<file path="src/rtl/mul_issue_arbiter.sv">
// mul_issue_arbiter: shares one two-stage pipelined 32x32 multiplier between
// the two issue slots. It arbitrates with a round-robin pointer (or a fixed
// priority), drives the multiplier operands and per-stage holds, shadows each
// operation's id/tag through both stages, and returns the result on a single
// valid/ready response channel with back-pressure and flush support.

package mul_issue_pkg;

  // Multiply op encodings shared with the decoder.
  typedef enum logic [1:0] {
    MUL_OP_MUL   = 2'd0,  // low 32 bits of the product
    MUL_OP_MULH  = 2'd1,  // high 32 bits, signed x signed
    MUL_OP_MULHU = 2'd2   // high 32 bits, unsigned x unsigned
  } mul_op_e;

endpackage : mul_issue_pkg

module mul_issue_arbiter
  import mul_issue_pkg::*;
#(
  parameter int TAG_W = 5,
  parameter bit RR_EN = 1'b1
) (
  input  logic                        clk,
  input  logic                        rst_n,

  // Request side, one slot per issue lane
  input  logic [1:0]                  req_valid_i,
  output logic [1:0]                  req_ready_o,
  input  logic [1:0][1:0]             req_op_i,
  input  logic [1:0][31:0]            req_r0_i,
  input  logic [1:0][31:0]            req_r1_i,
  input  logic [1:0][TAG_W-1:0]       req_tag_i,

  input  logic                        flush_i,

  // Multiplier interface
  output logic [1:0]                  mul_op_o,
  output logic [31:0]                 mul_r0_o,
  output logic [31:0]                 mul_r1_o,
  output logic                        mul_ex_stall_o,
  output logic                        mul_m1_stall_o,
  output logic                        mul_m2_stall_o,
  input  logic [31:0]                 mul_result_i,

  // Response channel
  output logic                        rsp_valid_o,
  input  logic                        rsp_ready_i,
  output logic                        rsp_id_o,
  output logic [TAG_W-1:0]            rsp_tag_o,
  output logic [31:0]                 rsp_data_o
);

  // Shadow of multiplier stage 1
  logic             s1_v;
  logic             s1_id;
  logic [TAG_W-1:0] s1_tag;

  // Shadow of multiplier stage 2 (the result register)
  logic             s2_v;
  logic             s2_id;
  logic [TAG_W-1:0] s2_tag;

  // Requester that wins the next contested slot
  logic             rr_ptr;

  logic             winner;
  logic             m1_stall;
  logic             m2_stall;
  logic             can_issue;
  logic             accepted;

  // Stage holds: the result register holds while its response is refused;
  // stage 1 only holds if it has something to hold, so an empty stage 1
  // keeps accepting even while the result register is stuck.
  assign m2_stall  = s2_v & ~rsp_ready_i;
  assign m1_stall  = s1_v & m2_stall;

  // rst_n is folded in so nothing looks grantable while the block is in reset.
  assign can_issue = rst_n & ~m1_stall & ~flush_i;

  // Pick the winner: a lone requester wins outright; a contested slot goes to
  // rr_ptr under round-robin, otherwise to requester 0.
  always_comb begin
    // NOTE: every signal written in an always_comb gets a default on entry;
    // a path that leaves one unassigned would infer a latch.
    winner = 1'b0;
    if (&req_valid_i) begin
      winner = RR_EN ? rr_ptr : 1'b0;
    end else if (req_valid_i[1]) begin
      winner = 1'b1;
    end
  end

  assign accepted = can_issue & req_valid_i[winner];

  // Only the winner sees ready; the loser retries next cycle.
  always_comb begin
    req_ready_o         = '0;
    req_ready_o[winner] = can_issue;
  end

  // Operand mux towards the multiplier. With no valid request this still
  // forwards requester 0, which is harmless because s1_v is not set.
  always_comb begin
    mul_op_o = '0;
    mul_r0_o = '0;
    mul_r1_o = '0;
    if (rst_n) begin
      mul_op_o = req_op_i[winner];
      mul_r0_o = req_r0_i[winner];
      mul_r1_o = req_r1_i[winner];
    end
  end

  assign mul_ex_stall_o = 1'b0;
  assign mul_m1_stall_o = m1_stall;
  assign mul_m2_stall_o = m2_stall;

  // Stage-1 tracking: follows the multiplier's stage-1 enable; a flush kills
  // whatever is there even if the stage is currently held.
  always_ff @(posedge clk or negedge rst_n) begin
    // NOTE: clocked state uses non-blocking assignments only, so every flop
    // samples the pre-edge value of every other flop regardless of order.
    if (!rst_n) begin
      // NOTE: these are a handful of control flops, not a memory, so all of
      // them (including id/tag) are reset to give clean outputs in reset.
      s1_v   <= 1'b0;
      s1_id  <= 1'b0;
      s1_tag <= '0;
    end else begin
      if (flush_i) begin
        s1_v <= 1'b0;
      end else if (!m1_stall) begin
        s1_v <= accepted;
      end
      if (!m1_stall) begin
        s1_id  <= winner;
        s1_tag <= req_tag_i[winner];
      end
    end
  end

  // Stage-2 tracking: advances from stage 1 whenever the result register is
  // free or its response is taken this cycle, giving back-to-back responses.
  always_ff @(posedge clk or negedge rst_n) begin
    if (!rst_n) begin
      s2_v   <= 1'b0;
      s2_id  <= 1'b0;
      s2_tag <= '0;
    end else begin
      if (flush_i) begin
        s2_v <= 1'b0;
      end else if (!m2_stall) begin
        s2_v <= s1_v;
      end
      if (!m2_stall) begin
        s2_id  <= s1_id;
        s2_tag <= s1_tag;
      end
    end
  end

  // Round-robin pointer: after a transfer the other requester gets priority.
  always_ff @(posedge clk or negedge rst_n) begin
    if (!rst_n) begin
      rr_ptr <= 1'b0;
    end else if (accepted) begin
      rr_ptr <= ~winner;
    end
  end

  assign rsp_valid_o = s2_v;
  assign rsp_id_o    = s2_id;
  assign rsp_tag_o   = s2_tag;
  assign rsp_data_o  = mul_result_i;

  // Structural invariants of the grant and hold logic.
  a_ready_onehot0 : assert property (@(posedge clk) disable iff (!rst_n)
    $onehot0(req_ready_o));

  a_no_accept_on_flush : assert property (@(posedge clk) disable iff (!rst_n)
    flush_i |-> ((req_valid_i & req_ready_o) == 2'b00));

  a_legal_op : assert property (@(posedge clk) disable iff (!rst_n)
    accepted |-> (mul_op_o inside {MUL_OP_MUL, MUL_OP_MULH, MUL_OP_MULHU}));

  a_result_held : assert property (@(posedge clk) disable iff (!rst_n)
    (s2_v && !rsp_ready_i && !flush_i) |=> (s2_v && $stable(s2_id) && $stable(s2_tag)));

endmodule : mul_issue_arbiter
</file>
<file path="config.mk">
export PLATFORM = sky130hd
export DESIGN_NAME = mul_issue_arbiter
export DESIGN_NICKNAME = d
export VERILOG_FILES = /design/src/rtl/mul_issue_arbiter.sv
export SDC_FILE = /design/constraint.sdc
export NUM_CORES = 1
export LEC_CHECK = 0
export CORE_AREA = 2 2 112 114
export DETAILED_ROUTE_END_ITERATION = 6
export DIE_AREA = 0 0 114 116
export GPL_ROUTABILITY_DRIVEN = 0
export MAX_ROUTING_LAYER = met4
export PLACE_DENSITY = 0.58
export SKIP_LAST_GASP = 1
export SYNTH_ARGS = -nofsm -noshare
export SYNTH_HDL_FRONTEND = slang
export SYNTH_SLANG_ARGS = --single-unit
</file>
<file path="constraint.sdc">
create_clock -name clk -period 4.56 [get_ports clk]
set_input_delay 1.14 -clock clk [delete_from_list [all_inputs] [get_ports clk]]
set_output_delay 1.14 -clock clk [all_outputs]
set_load 0.05 [all_outputs]
</file>
; ---- After elaboration in Yosys (flattened, before gate mapping)
; Index checks and enable logic that the tools add are counted.
[word_totals]
register_bits = 15
in_bits = 180
output_inout_bits = 110
wordCells = 44
[classes]
order_cmp = 2
eq_ne = 2
muxes = 21
bitwise_logic = 10
n_reduce_logical = 2
[op_table]
columns = op, count
row1 = 2-to-1 mux 32 bit, 6
row2 = 2-to-1 mux 5 bit, 2
row3 = 2-to-1 mux 1 bit, 9
row4 = 2-to-1 mux 2 bit, 3
row5 = AND 1 bit, 5
row6 = != test 2 bit (second input constant), 2
row7 = NOT 1 bit, 4
row8 = AND 2 bit, 1
row9 = < comparator 1 x 2 -> 1 bit (second input constant), 1
row10 = AND reduction 2 bit, 1
row11 = demux 1 bit (select 1 bit), 1
row12 = >= comparator 1 bit (second input constant), 1
row13 = logical AND 1 bit, 1

; ---- Longest topological paths before layout
[logic_depth]
depth_word = 9
mapped_depth = 7
ltp_nobuf = 6

; ---- Worst setup path before layout
; OpenSTA, ideal clock, no wires.
[synth_path]
kind = in2out
start = input rsp_ready_i
end = output req_ready_o[0]
arrival_ns = 2.746
slack_ns = 0.674
path_stages = 7
n_path_buf = 1
cell_sequence = nand2b_2 -> buf_6 -> inv_6 -> nand2_8 -> inv_6 -> or3_4 -> a21oi_1
[synth_between]
elab_chain_len = 7
[synth_lines]
columns = item, line_no
row1 = from (decl), 48  ; input logic rsp_ready_i,
row2 = NOT 1 bit, 76  ; assign m2_stall = s2_v & ~rsp_ready_i;
row3 = AND 1 bit, 76
row4 = net mul_m2_stall_o, 43  ; output logic mul_m2_stall_o,
row5 = AND 1 bit, 77  ; assign m1_stall = s1_v & m2_stall;
row6 = net mul_m1_stall_o, 42  ; output logic mul_m1_stall_o,
row7 = NOT 1 bit, 80  ; assign can_issue = rst_n & ~m1_stall & ~flush_i;
row8 = AND 1 bit (2 in a row), 80
row9 = AND 2 bit (no source line), -
row10 = to (decl), 29  ; output logic [1:0] req_ready_o,
; The timed path passes the listed nets, and every way through them passes these cells.

; ---- Worst setup path in the final report
[layout_path]
start = input rsp_ready_i
end = output mul_m1_stall_o
[layout_between]
elab_chain_len = 3
[layout_lines]
columns = item, line_no
row1 = NOT 1 bit, 76
row2 = AND 1 bit, 76
row3 = AND 1 bit, 77
row4 = to (decl), 42
; No other way between the ends.

==> metrics.cfg <==
[outcome]
status = complete, no violations

[layout]
area_growth_pct = 138
antenna_cells_inserted = 0
fin_nets = 682
fin_util_pct = 41.7
fill_cells = 1174
layout_common_cells = 155 x clkdlybuf4s50_1, 72 x o21ai_0, 72 x buf_12
layout-drive-gt1-share_pct = 17.8
final_common_cell = clkdlybuf4s50_1

[clock_tree]
cts.sinks = 15
clock_latency_ns = 0.25
cts_root_buffer = clkbuf_16
clkTransAtPathRegs_ns = 0.04
cts_setup_buffers = 0
ctsResizeCount = 0
cts_buffer_depth = 2
h-tree-depth = 1
cts_tree = done
numCtsBuffers = 3
ctsHoldBuffers = 0

[global_routing]
overflow = 0
grt_pass1_wl_mm = 16.4
gr-usage-all-layers_pct = 15.7
grt_max_degree = 74
antenna_found_initial = 0
first_global_vias = 3138

[pwr]
leakagePower_nw = 1.87
irDropWorstVdd_uv = 94.6
p_per_area_nw_per_um2 = 226

[timing]
max_slew_margin_pct = 50.3
tightest_slew_ns = 0.746
rsz0062_at_grt = no
period_share_pct = 89.5
fmax_ghz = 0.245
tns_ns = 0
finalSetupViolations = 0
fin_crit_ns = 4.08
clock_skew_ns = 0.00162
slew_viol_final = 0
finalHoldViolations = 0
worst_hold_slack_ns = 0.472

[worst_setup_path]
critPathArrivalTime_ns = 2.94
worstPathRequired_ns = 3.42
criticalPathCategory = in2out
slowest_stage = clkdlybuf4s50_1
endpoint_kind = output port
crit_path_max_fanout = 10
cp_cell_sequence = clkdlybuf4s50_1, nand2b_2, inv_6, nand2_8, inv_6, clkdlybuf4s50_1
r2r_setup_slack_ns = 2.99
slowest_delay_ns = 0.82
setup.worst_path.start_class = input port

[detailed_routing]
avgViaCountPerCell = 4.92
drt-wirelength-per-cell_um = 16.8
drcViolationCount = 0
totalWireLength_mm = 10.9
vias = 3187
drtIter0Drc = 135
dr.pass1.iters = 4
antenna_left = 0

[floorplanning]
die_y_um = 116
core_sq_um = 11900
die_w_um = 114
rows = 40
ios = 290
start_util_pct = 17.5
dieArea_sq_um = 13200

[place]
portBuffers = 224
place_hpwl_mm = 8.24

[synthesis]
synth_cells = 339
synth_top_area_share_pct = 18.0
avgSynthCellArea_sq_um = 6.16
synth.distinct_cells = 26
ys_seq_area_share_pct = 18.0
yosys_warnings = 0
syn_area_sq_um = 2090
yosys.area.top_type = dfrtp_1
synth_area_leaders = dfrtp_1 18%, o21ai_0 17%, a21oi_1 16%, nand3_1 16%, buf_4 12%
synth_fp_nets = 519
ys_ff_latch = 15

[min_path]
min_path_type = reg2reg

[run]
cap_violations = 0

[where the power goes]
group	total [mW]	internal [mW]	leakage, nW	switching [mW]
clock network	0.168	0.118	0.0382	0.0499
registers	0.162	0.150	0.183	0.0120
logic	0.793	0.374	1.65	0.419
[kinds of logic (layout without fill, tap and decap cells)]
family | count (synthesis) | count (layout) | synth area share (%)
AOI/OAI and AO/OA | 153 | 153 | 38.2
and+or+nand+nor | 93 | 93 | 22.6
buffers and inverters | 77 | 239 | 21.0
DFF | 15 | 15 | 18.0
other | 1 | 1 | 0.180
[per-stage QoR]
stage	power, mW	setup slack [ns]	cell area, sq um	std cells
6_report	1.12	0.478	4970	648
5_1_grt	1.18	0.435	4970	648
4_1_cts	1.13	0.474	4970	648
3_5_place_dp	0.961	0.490	4890	644
3_3_place_gp	0.956	0.504	4890	644
2_1_floorplan	0.612	0.674	2090	339
[state kept, by name, summed over array words and instances, names as in the netlist]
register,flops
s1_v,1
rsp_valid_o,1
rr_ptr,1
rsp_tag_o,5
rsp_id_o,1
s1_tag,5
s1_id,1
[synthesized netlist by cell type]
master,number
nand3_1,66
a2bb2oi_1,5
nand2b_2,1
o21ai_0,72
a21oi_1,68
nor2b_1,1
nand2_8,1
conb_1,1
buf_4,33
o31ai_1,1
buf_6,1
buf_1,4
a31oi_1,5
inv_6,2
dfrtp_1,15
or3_4,1
nand2_1,19
o21ai_1,1
inv_1,1
buf_2,7
inv_2,1
nand2b_1,1
nor2_1,2
nor3_2,1
clkbuf_1,28
o41ai_1,1
[layer usage]
| metal | wire (um) | vias to the layer above | GRT usage [%] |
|---|---|---|---|
| li1 | - | 1499 | - |
| met1 | 4510 | 1496 | 19.7 |
| met2 | 5500 | 185 | 27.7 |
| met3 | 804 | 7 | 2.51 |
| met4 | 43 | 0 | 1.63 |
| met5 | 0 | - | - |
[cell type report]
| class | count | area, sq um | share of cell area, % |
|---|---|---|---|
| repair buffers | 231 | 3020 | 60.8 |
| multi-input cells | 247 | 1280 | 25.8 |
| flip-flops and latches | 15 | 375 | 7.56 |
| well taps | 147 | 184 | 3.70 |
| clock buffers | 4 | 78.8 | 1.59 |
| inverters | 4 | 25.0 | 0.504 |
[critical path: cells and delay by family]
family                 cells  cell delay (ns)
buffers and inverters      4             1.45
AND/OR/NAND/NOR            2             0.34
[worst paths after layout]
check / from / to / depth (start not counted)
worst max register to register: rr_ptr / s1_tag[0] / 4
min in group asynchronous: rst_n / rsp_tag_o[2] / 2
worst min register to register: rsp_tag_o[4] / rsp_tag_o[4] / 2
worst min-delay path: rsp_tag_o[4] / rsp_tag_o[4] / 2
worst max-delay path: rsp_ready_i / mul_m1_stall_o / 6
max in group asynchronous: rst_n / rsp_tag_o[0] / 2
Power figures use the tool's default switching activity.
